### src/rtl/nexys4_input_debouncer.sv
// Synchroniser + per-bit debouncer for Nexys4-DDR switches and buttons, with edge strobes.
// Optional sticky press flags are built when NEXYS4_INPUT_STICKY_EN is defined.
module nexys4_input_debouncer #(
  parameter int unsigned N_SW            = 16,
  parameter int unsigned N_PB            = 5,
  parameter int unsigned DEBOUNCE_CYCLES = 500000,
  parameter int unsigned CNT_W           = 20
) (
  input  logic            SI_ClkIn,
  input  logic            SI_Reset_N,
  input  logic [N_SW-1:0] SW_raw,
  input  logic [N_PB-1:0] PB_raw,
  output logic [N_SW-1:0] SW_db,
  output logic [N_PB-1:0] PB_db,
  output logic [N_PB-1:0] PB_press,
  output logic [N_PB-1:0] PB_release,
  output logic            SW_chg,
  input  logic [N_PB-1:0] PB_clr,
  output logic [N_PB-1:0] PB_sticky
);

  localparam int unsigned N = N_SW + N_PB;
  localparam logic [CNT_W-1:0] CNT_TERM = CNT_W'(DEBOUNCE_CYCLES - 1);

  // Switches occupy the low bits, buttons the high bits of every per-bit vector.
  logic [N-1:0]     raw;
  logic [N-1:0]     sync1;
  logic [N-1:0]     sync2;
  logic [N-1:0]     stb;
  logic [N-1:0]     stb_nxt;
  logic [CNT_W-1:0] cnt     [N];
  logic [CNT_W-1:0] cnt_nxt [N];

  assign raw = {PB_raw, SW_raw};

  // Count consecutive mismatches; commit the new level once the run reaches the threshold.
  always_comb begin
    stb_nxt = stb;
    for (int i = 0; i < N; i++) begin
      cnt_nxt[i] = '0;
      if (sync2[i] != stb[i]) begin
        if (cnt[i] == CNT_TERM) begin
          stb_nxt[i] = sync2[i];
        end else begin
          cnt_nxt[i] = cnt[i] + CNT_W'(1);
        end
      end
    end
  end

  always_ff @(posedge SI_ClkIn or negedge SI_Reset_N) begin
    if (!SI_Reset_N) begin
      sync1      <= '0;
      sync2      <= '0;
      stb        <= '0;
      PB_press   <= '0;
      PB_release <= '0;
      SW_chg     <= 1'b0;
      for (int i = 0; i < N; i++) begin
        cnt[i] <= '0;
      end
    end else begin
      sync1      <= raw;
      sync2      <= sync1;
      stb        <= stb_nxt;
      // Strobes are registered from the next-state so they line up with the db change.
      PB_press   <= stb_nxt[N-1:N_SW] & ~stb[N-1:N_SW];
      PB_release <= ~stb_nxt[N-1:N_SW] & stb[N-1:N_SW];
      SW_chg     <= |(stb_nxt[N_SW-1:0] ^ stb[N_SW-1:0]);
      for (int i = 0; i < N; i++) begin
        cnt[i] <= cnt_nxt[i];
      end
    end
  end

  assign SW_db = stb[N_SW-1:0];
  assign PB_db = stb[N-1:N_SW];

`ifdef NEXYS4_INPUT_STICKY_EN
  // Set has priority over clear so a press coinciding with a clear is not lost.
  always_ff @(posedge SI_ClkIn or negedge SI_Reset_N) begin
    if (!SI_Reset_N) begin
      PB_sticky <= '0;
    end else begin
      PB_sticky <= (PB_sticky & ~PB_clr) | PB_press;
    end
  end
`else
  logic [N_PB-1:0] pb_clr_unused;
  assign pb_clr_unused = PB_clr;
  assign PB_sticky     = '0;
`endif

endmodule

### config.mk
export PLATFORM = sky130hd
export DESIGN_NAME = nexys4_input_debouncer
export DESIGN_NICKNAME = d
export VERILOG_FILES = /design/src/rtl/nexys4_input_debouncer.sv
export SDC_FILE = /design/constraint.sdc
export NUM_CORES = 1
export LEC_CHECK = 0
export ABC_CLOCK_PERIOD_IN_PS = 3390
export CAP_MARGIN = 5
export CORE_AREA = 4 4 229 231
export DETAILED_ROUTE_END_ITERATION = 12
export DIE_AREA = 0 0 233 235
export GPL_TIMING_DRIVEN = 0
export SLEW_MARGIN = 20
export SYNTH_ARGS = -nofsm -noshare
export SYNTH_HDL_FRONTEND = slang
export SYNTH_SLANG_ARGS = --single-unit
### constraint.sdc
create_clock -name SI_ClkIn -period 3.39 [get_ports SI_ClkIn]
set_clock_uncertainty 0.2 [all_clocks]
set_input_delay 0.5085 -clock SI_ClkIn [delete_from_list [all_inputs] [get_ports SI_ClkIn]]
set_output_delay 0.5085 -clock SI_ClkIn [all_outputs]
set_load 0.02 [all_outputs]
Word level (Yosys, flattened, before mapping)
Index checks and enable logic that the tools add are counted.
{"block": "op_classes", "n_addsub": 21, "eq_ne": 42, "n_mux": 84, "bitwise_logic": 5, "n_reduce_logical": 1}
{"op": "$mux W20", "n": 42}
{"op": "$add A20 B1 Y20 const B", "n": 21}
{"op": "$eq A20 B19 Y1 const B", "n": 21}
{"op": "$mux W1", "n": 42}
{"op": "$ne A1 B1 Y1", "n": 21}
{"op": "$reduce_or A16 Y1", "n": 1}
{"op": "$xor A16 B16 Y16", "n": 1}
{"op": "$and A5 B5 Y5", "n": 2}
{"op": "$not A5 Y5", "n": 2}
{"block": "totals", "regBits": 494, "inputBits": 28, "out_inout_bits": 37}

Longest topological paths before layout
{"block": "depth", "word_depth": 5, "ltp_mapped": 9, "ltp_nobuf": 7}

Worst setup path before layout
OpenSTA, ideal clock, no wires.
{"block": "synth_timing", "path_type": "register to register", "from": "register cnt[180] (netlist bit)", "to": "register cnt[193] (netlist bit)", "setup_time_ns": 0.119, "arrival_time_ns": 1.802, "setup_slack_ns": 1.269, "path_stages_with_launch": 9, "path_buffers": 3, "synth_period_minus_slack_ns": 2.121, "path_cell_list": "dfrtp_1 ha_1 and4_1 clkbuf_1 or4b_1 nand2b_1 buf_4 buf_4 nor2_1"}
{"item": "start: declaration", "line": "31", "text": "logic [CNT_W-1:0] cnt [N];"}
{"item": "start signal: indexed assignment", "line": "71", "text": "cnt[i] <= cnt_nxt[i];"}

Worst setup path in the final report
{"block": "layout_timing", "from": "register cnt[120] (netlist bit)", "to": "register SW_chg"}
{"block": "layout_via", "elab_chain_len": 5}
{"item": "$eq A20 B19 Y1", "line": "42", "text": "if (cnt[i] == CNT_TERM) begin"}
{"item": "$mux W1", "line": "42"}
{"item": "$mux W1", "line": "41", "text": "if (sync2[i] != stb[i]) begin"}
{"item": "$xor A16 B16 Y16", "line": "69", "text": "SW_chg <= |(stb_nxt[N_SW-1:0] ^ stb[N_SW-1:0]);"}
{"item": "$reduce_or A16 Y1", "line": "69"}
{"item": "end signal: assignment", "line": "69"}
{"item": "end: declaration", "line": "17", "text": "output logic SW_chg,"}
Every way passes these cells.

==> metrics.md <==
| Metric | Value |
|---|---|
| Power per cell area | 488 mW/mm^2 |
| Post-synth EDFFs | 0 |
| Drt total wl | 40,400 um |
| Total of warnings raised by yosys | 0 |
| Share of cells above drive strength 1 | 0.0740 |
| Synth area leaders | dfrtp_1 55%, nor2_1 8.4%, xor2_1 8.0% |
| Port-buffer cells | 54 |
| Tmin final | 2690 ps |
| Hold Fails Final Rpt | 0 |
| Clock root buffer | clkbuf_16 |
| DR vias | 15,300 |
| Setup TNS | 0 ps |
| DR iter-0 viols | 700 |
| Initial Util | 0.450 |
| Synthesis-stage register bit count | 494 |
| P&R area growth vs syn | 15.5% |
| Final Cycle Share | 0.793 |
| Post-CTS sizing | 0 |
| Setup Fix Bufs, Post-CTS | 0 |
| Area of the multi-input gates | 0.00981 sq mm |
| Status | finished clean |
| Final HPWL DP | 27,200 um |
| Total I/O pin count | 65 |
| Critical Path Fanout Max | 6 |
| Syn Area/Cell | 10.2 sq um |
| Largest net degree at the start of global routing | 101 |
| Final setup margin | 700 ps |
| Die W | 233 um |
| Worst vdd ir | 0.379 mV |
| Worst path bufs/invs | 0 |
| Hold WC Path Type | flip-flop to flip-flop |
| Diode count | 0 |
| Clock buffer depth | 3 |
| Synth Cell Area | 0.0225 sq mm |
| Startpoint Class | flip-flop |
| Cell taking the most area after synthesis | dfrtp_1 |
| Worst skew pair latency | 580 ps |
| Sequential Area | 0.0124 sq mm |
| H-Tree Depth | 2 |
| WP data required | 3650 ps |
| Slew Viols, Final | 0 |
| CP max stage cell | or4_1 |
| Die height | 235 um |
| Rel. slew slack | 0.555 |
| CTS Hold Buffers Added | 1 |
| Setup WS pre-CTS | 625 ps |
| Clk slew on worst S/H paths | 60 ps |
| Global-route wire length before repair | 72,800 um |
| CP Capture Type | flip-flop |
| Core area | 0.0501 sq mm |
| Congestion Overflow GR | 0 |
| Final setup viols | 0 |
| Worst path max stage delay | 580 ps |
| Drt drc | 0 |
| CP delay by family, top | simple AND/OR/NAND/NOR gates |
| Initial antenna violation count | 0 |
| Drt pass-1 iters | 4 |
| FP Rows | 82 |
| Overall routing resource usage | 0.153 |
| Clk sink count | 494 |
| F_max | 372 MHz |
| Share of synthesized registers carrying an async set or reset | 1.00 |
| Vias per cell | 5.02 |
| Min Hold Slack | 148 ps |
| CTS tree | yes |
| Seq/Total Area, Yosys | 0.548 |
| Vias in the first global route | 15,800 |
| Gpl congestion | 0.790 |
| RSZ-0062 raised after global routing | no |
| Final core occ | 0.520 |
| Nets | 2,383 |
| Synth cell types | 50 |
| Critical Setup Path Class | flip-flop to flip-flop |
| Worst Tran Pin Value | 661 ps |
| Post-DR wirelength/cell | 13.2 um |
| Fillers | 4,546 |
| Main synth FF type | dfrtp_1 |
| Leak pwr | 11.1 nW |
| Worst EP arrival | 2950 ps |
| DIE AREA | 0.0548 sq mm |
| Max-Cap Viols | 0 |
| Critical-path cell list | ha_1, and2_1, nand3_1, nor4_1, a22oi_1, o221ai_1, or4_1 |
| Yosys top cell area share | 0.548 |
| Cells after Synth | 2,213 |
| Final ANT Viol Nets | 0 |
| Cts bufs inserted | 55 |
## cell families after synthesis
group | Yosys count | synth area share
multiplexers | 21 | 0.0105
XOR/XNOR | 382 | 0.148
buffers and inverters | 87 | 0.0172
other | 1 | 0.000166
AND/OR/NAND/NOR | 1162 | 0.253
flip-flops | 494 | 0.548
adder cells (fa/ha/maj) | 21 | 0.0117
AO/OA/AOI/OAI | 45 | 0.0108
## metal layers
metal	vias up	routed length, um	track usage
li1	7676	-	-
met1	7444	19200	0.208
met2	136	19100	0.253
met4	0	718	0.0350
met3	54	1350	0.0314
met5	-	0	0
## placed cells by master (no fill, tap or decap), drive strengths merged, types with 53 or more instances in the layout
master | synthesis | routed
clkdlybuf4s50 | 0 | 53
nand2 | 149 | 149
clkbuf | 22 | 98
and3 | 59 | 59
nor2 | 504 | 504
xor2 | 207 | 207
dfrtp | 494 | 494
xnor2 | 175 | 175
nand4 | 103 | 103
nand3 | 129 | 129
## per-stage QoR
step	total power, W	cells	instance area [sq um]
finish	0.0127	3049	26000
global route	0.0132	3049	26000
CTS	0.0130	3049	26000
detailed placement	0.00657	2948	24100
global placement	0.00656	2943	23900
floorplan	0.00634	2217	22600
## where the power goes
part,total (W),switching [W],internal [W]
clock,0.00626,0.00238,0.00388
combinational,0.000395,0.000264,0.000131
sequential,0.00606,0.0000743,0.00598
total,0.0127,0.00272,0.00999
## state kept, by name, summed over array words and instances, names as in the netlist
| signal | count |
|---|---|
| stb | 21 |
| sync2 | 21 |
| PB_press | 5 |
| SW_chg | 1 |
| PB_release | 5 |
| cnt | 420 |
| sync1 | 21 |
## Yosys cell counts, types with 2 or more instances
library cell / number
or3_4: 3
buf_2: 13
and3_1: 58
nor3_1: 35
or4b_2: 2
o21ai_0: 19
or2_1: 3
dfrtp_1: 494
buf_4: 12
nand2_1: 147
nand2b_1: 8
mux2_2: 21
nor4b_1: 33
xnor2_1: 175
nor2b_1: 4
o22ai_1: 2
or4b_1: 3
clkbuf_1: 22
nand3_1: 128
nor3b_1: 11
ha_1: 21
o31a_1: 2
nand2_2: 2
or2_2: 17
inv_1: 39
a22oi_1: 2
nand4_1: 103
or3_1: 24
and2_1: 6
nor2_1: 504
and4_1: 30
xor2_1: 207
a21oi_1: 19
or4_1: 4
nor4_1: 25
## layout make-up
| class | instances | area share |
|---|---|---|
| Multi-Input combinational cell | 1636 | 0.377 |
| Sequential cell | 494 | 0.475 |
| Timing Repair Buffer | 60 | 0.0266 |
| Buffer | 48 | 0.00928 |
| Clock inverter | 24 | 0.0133 |
| Tap cell | 672 | 0.0323 |
| Inverter | 39 | 0.00562 |
| Clock buffer | 76 | 0.0610 |
## final timing paths
kind | from | end | slack (ps) | cells past startpoint
max reg2reg | cnt[120]$_DFF_PN0_ | SW_chg$_DFF_PN0_ | 700 | 7
max | cnt[120]$_DFF_PN0_ | SW_chg$_DFF_PN0_ | 700 | 7
max in group asynchronous | SI_Reset_N | cnt[182]$_DFF_PN0_ | 950 | 5
min | sync1[9]$_DFF_PN0_ | sync2[9]$_DFF_PN0_ | 150 | 0
min reg2reg | sync1[9]$_DFF_PN0_ | sync2[9]$_DFF_PN0_ | 150 | 0
min in group asynchronous | SI_Reset_N | cnt[306]$_DFF_PN0_ | 300 | 2
Note: power is estimated with default switching activity, not from simulation.
==> RTL change 1, RTL diff (config.mk and constraints unchanged) <==
The output `PB_release` loses its register stage (`PB_release` becomes a continuous assignment).
--- a/src/rtl/nexys4_input_debouncer.sv
+++ b/src/rtl/nexys4_input_debouncer.sv
@@ -56,3 +56,2 @@
       PB_press   <= '0;
-      PB_release <= '0;
       SW_chg     <= 1'b0;
@@ -67,3 +66,2 @@
       PB_press   <= stb_nxt[N-1:N_SW] & ~stb[N-1:N_SW];
-      PB_release <= ~stb_nxt[N-1:N_SW] & stb[N-1:N_SW];
       SW_chg     <= |(stb_nxt[N_SW-1:0] ^ stb[N_SW-1:0]);
@@ -74,2 +72,4 @@
   end
+
+  assign PB_release = ~stb_nxt[N-1:N_SW] & stb[N-1:N_SW];
 
Formal check against the unedited RTL: no difference found for any inputs over 4 cycles, from zero or initial values and one cycle with SI_Reset_N low; that may be too few to reach the edited logic, so the function may still have changed.
==> RTL change 1 against the original RTL <==
- cell area is 0.25% higher
- worst setup slack worse by 0.57 ns
- synthesized area is 0.58% higher
- critical path depth stayed put
- total power is 4.0% lower
- wire length is 2.6% higher
- sequential cell count is 5 lower
- count of clock-buffer cells in the layout is 8 higher
- critical endpoint is now PB_release[3]
- highest routed layer unchanged
==> RTL change 1: results (changes against the original RTL) <==
Status: completed (unchanged). The final period utilization came out at 96.19% (was 79.35%). The non-clock buffer instance count of the final layout is 125 (was 108). The overall power came out at 12.21 mW (was 12.71 mW).

The detailed-route wire length per cell is 13.49 um (was 13.25 um). The global-route track usage on met1 came out at 21.06% (was 20.81%). The maximum cell stage delay along the critical path is 0.41 ns (was 0.58 ns). The global-route usage over all layers is 15.66% (was 15.28%). Top cells by instance count after synthesis: nor2_1, dfrtp_1, xnor2_1 (was nor2_1, dfrtp_1, xor2_1). The fraction of area in clock buffers and inverters was 6.805% (was 7.432%). The half-perimeter wire length after detailed placement is 27.56 mm (was 27.18 mm). The number of vias per cell came out at 5.060 (was 5.021). The first-pass GRT wire length came out at 74.52 mm (was 72.83 mm). The multi-input logic portion of the cell area was 38.14% (was 37.69%). The fraction of area in non-clock buffers came out at 4.138% (was 3.591%). The final estimated routing congestion in global placement is 0.8264 (was 0.7900).

The inverter count of the layout excluding clock inverters is 55 (was 39). The proportion of synthesized chip area in sequential cells came out at 53.97% (was 54.84%). The detailed route wirelength on metal3 came out at 1.495 mm (was 1.353 mm). The worst hold path class is primary input to register (was register to register). The number of instances on the worst hold path came out at 1 (was 0). The launch point of the worst hold path is SW_raw[2] (was sync1[9]). The part of the total power dissipated in the clock network is 47.5% (was 49.2%). The internal portion of total power is 9.511 mW (was 9.991 mW). The launch instance of the worst register-to-register path is cnt[100] (was cnt[120]). The worst reg-to-reg setup slack is 0.68 ns (was 0.70 ns). The sequential power is 6.00 mW (was 6.06 mW). Ranking of synthesized cells by area: dfrtp_1, xnor2_1, nor2_1, xor2_1, nand3_1 (was dfrtp_1, nor2_1, xor2_1, xnor2_1, nand4_1).

The data arrival time of the worst path came out at 2.55 ns (was 2.95 ns). The share of cells above drive strength 1 came out at 8.205% (was 7.404%). The distinct cell type count of the synthesized netlist came to 49 (was 50).
-- RTL change 1: changes by cell type in the layout (fill, tap and decap cells not counted), moves of 22 or more --
cell,delta
xor2_1,-35
nor4_1,+24
nor3_1,+47
and3_1,-22
nand2_1,-25
xnor2_1,+52
-- RTL change 1: kinds of logic after synthesis --
logic type	count (synthesis)	synth area share, %
mux	21	1.076
flops	489	53.97
buf+inv	115	2.478
xor+xnor	399	15.41
compound gates	7	0.2483
other cells	1	0.01654
fa+ha+maj	21	1.159
simple gates	1178	25.64
-- RTL change 1: per-stage QoR --
stage | setup TNS (ns) | std cells
final | 0 | 3073
after global routing | -0.009817 | 3073
after CTS | 0 | 3070
after detailed placement | 0 | 2966
after global placement | -9789.03 | 2961
after floorplan | 0 | 2235
-- RTL change 1: what timing repair did --
item,in CTS,in global routing
endpoints found under the setup margin,5,5
hold buffers,1,0
pin swaps,0,1
cloned,0,0
gates resized for setup,25,8
buffers inserted,2,3
hold endpoints to repair,82,0
==> RTL change 2, RTL diff (same flow settings) <==
Without the edit above. `DEBOUNCE_CYCLES`: 500000 -> 262144.
--- a/src/rtl/nexys4_input_debouncer.sv
+++ b/src/rtl/nexys4_input_debouncer.sv
@@ -5,3 +5,3 @@
   parameter int unsigned N_PB            = 5,
-  parameter int unsigned DEBOUNCE_CYCLES = 500000,
+  parameter int unsigned DEBOUNCE_CYCLES = 262144,
   parameter int unsigned CNT_W           = 20
Function: no difference found for any inputs over 4 cycles, from zero or initial values and one cycle with SI_Reset_N low; that may be too few to reach the edited logic, so the function may still have changed.
==> RTL change 2 against the original RTL <==
- worst setup slack gained 0.087 ns
- synthesized area down 2.2%
- via count decreased by 3.3%
- sequential share of layout area grew 0.94 points
- critical endpoint is now cnt[71]
- highest routed layer unchanged
- wire length shrank 2.8%
- total power is 0.20% higher
- maximum frequency increased by 3.3%
- sequential cell count stayed put
- non-clock buffer count decreased by 3
- cell area fell by 1.9%
==> RTL change 2: results (changes against the original RTL) <==
Status: completed (unchanged). The inverter count of the layout excluding clock inverters is 41 (was 39). The detailed route wirelength on metal3 came to 1.530 mm (was 1.353 mm). The number of multi-input combinational cells is 1550 (was 1636). The length of routed wiring on met1 came to 18.49 mm (was 19.21 mm). The tightest slew margin relative to the limit is 42.38% (was 55.50%). The largest fanout on the critical path was 10 (was 6).

The net total in the final layout came out at 2295 (was 2383). The number of non-filler instances in the completed layout was 2958 (was 3049). The portion of netlist area occupied by mux cells is 1.090% (was 1.049%).

The largest vdd supply drop came out at 321.0 uV (was 378.9 uV). The launch point of the worst hold path is sync1[14] (was sync1[9]). The total wirelength of the detailed-routed design came out at 39.25 mm (was 40.39 mm). The compound-cell area share of the yosys netlist was 0.6131% (was 1.082%). The number of violations reported at the end of detailed-routing iteration 0 came to 809 (was 700).

The global-route usage over all layers came to 14.87% (was 15.28%). The cell count of the worst reg-to-reg path is 8 (was 7). The number of buffers created by CTS is 54 (was 55). Top cells by instance count after synthesis: dfrtp_1, nor2_1, xor2_1 (was nor2_1, dfrtp_1, xor2_1). The clock buffer count in the final layout came to 72 (was 76). The half-perimeter wire length after detailed placement came to 25.93 mm (was 27.18 mm). The global-route track usage on met1 came to 19.77% (was 20.81%). The data arrival time of the worst path came out at 2.87 ns (was 2.95 ns). The placed cell count is 2861 (was 2948). The number of vias per cell came out at 5.004 (was 5.021).

The endpoint of the worst-slack reg-to-reg timing path was cnt[71] (was SW_chg). The final estimated routing congestion in global placement came out at 0.7372 (was 0.7900). The power density over the cells came to 499.0 nW/um^2 (was 488.3 nW/um^2).

The fraction of area in non-clock buffers came out at 3.760% (was 3.591%). The fraction of area in clock buffers and inverters came out at 7.565% (was 7.432%). The internal portion of total power is 10.04 mW (was 9.991 mW). The pre-CTS worst setup slack is 0.7735 ns (was 0.6254 ns). Ranking of synthesized cells by area: dfrtp_1, xor2_1, nor2_1, xnor2_1, nand4_1 (was dfrtp_1, nor2_1, xor2_1, xnor2_1, nand4_1).
==> RTL change 2: cell count changes in the layout (fill, tap and decap cells not counted), sizes merged, moves of 10 or more <==
cell / before / now
buf: 32 / 42
xor2: 207 / 227
or3: 27 / 15
clkbuf: 98 / 81
nor2: 504 / 494
or2: 20 / 7
nand2: 149 / 134
nor4b: 34 / 1
and4: 30 / 40
==> RTL change 2: per-stage QoR <==
step	area [um^2]	utilization [%]
2_1_floorplan	22060	-
3_3_place_gp	23440	46.81
3_5_place_dp	23580	47.10
4_1_cts	25520	50.97
5_1_grt	25520	50.97
6_report	25520	50.97
==> RTL change 2: cell families (layout without fill, tap and decap cells) <==
kind of cell             after synthesis  count (layout)
AO/OA/AOI/OAI                         24              24
XOR/XNOR                             395             395
adder cells (fa/ha/maj)               21              21
buffers and inverters                 86             242
flip-flops                           494             494
multiplexers                          21              21
other                                  1               5
AND/OR/NAND/NOR                     1084            1084
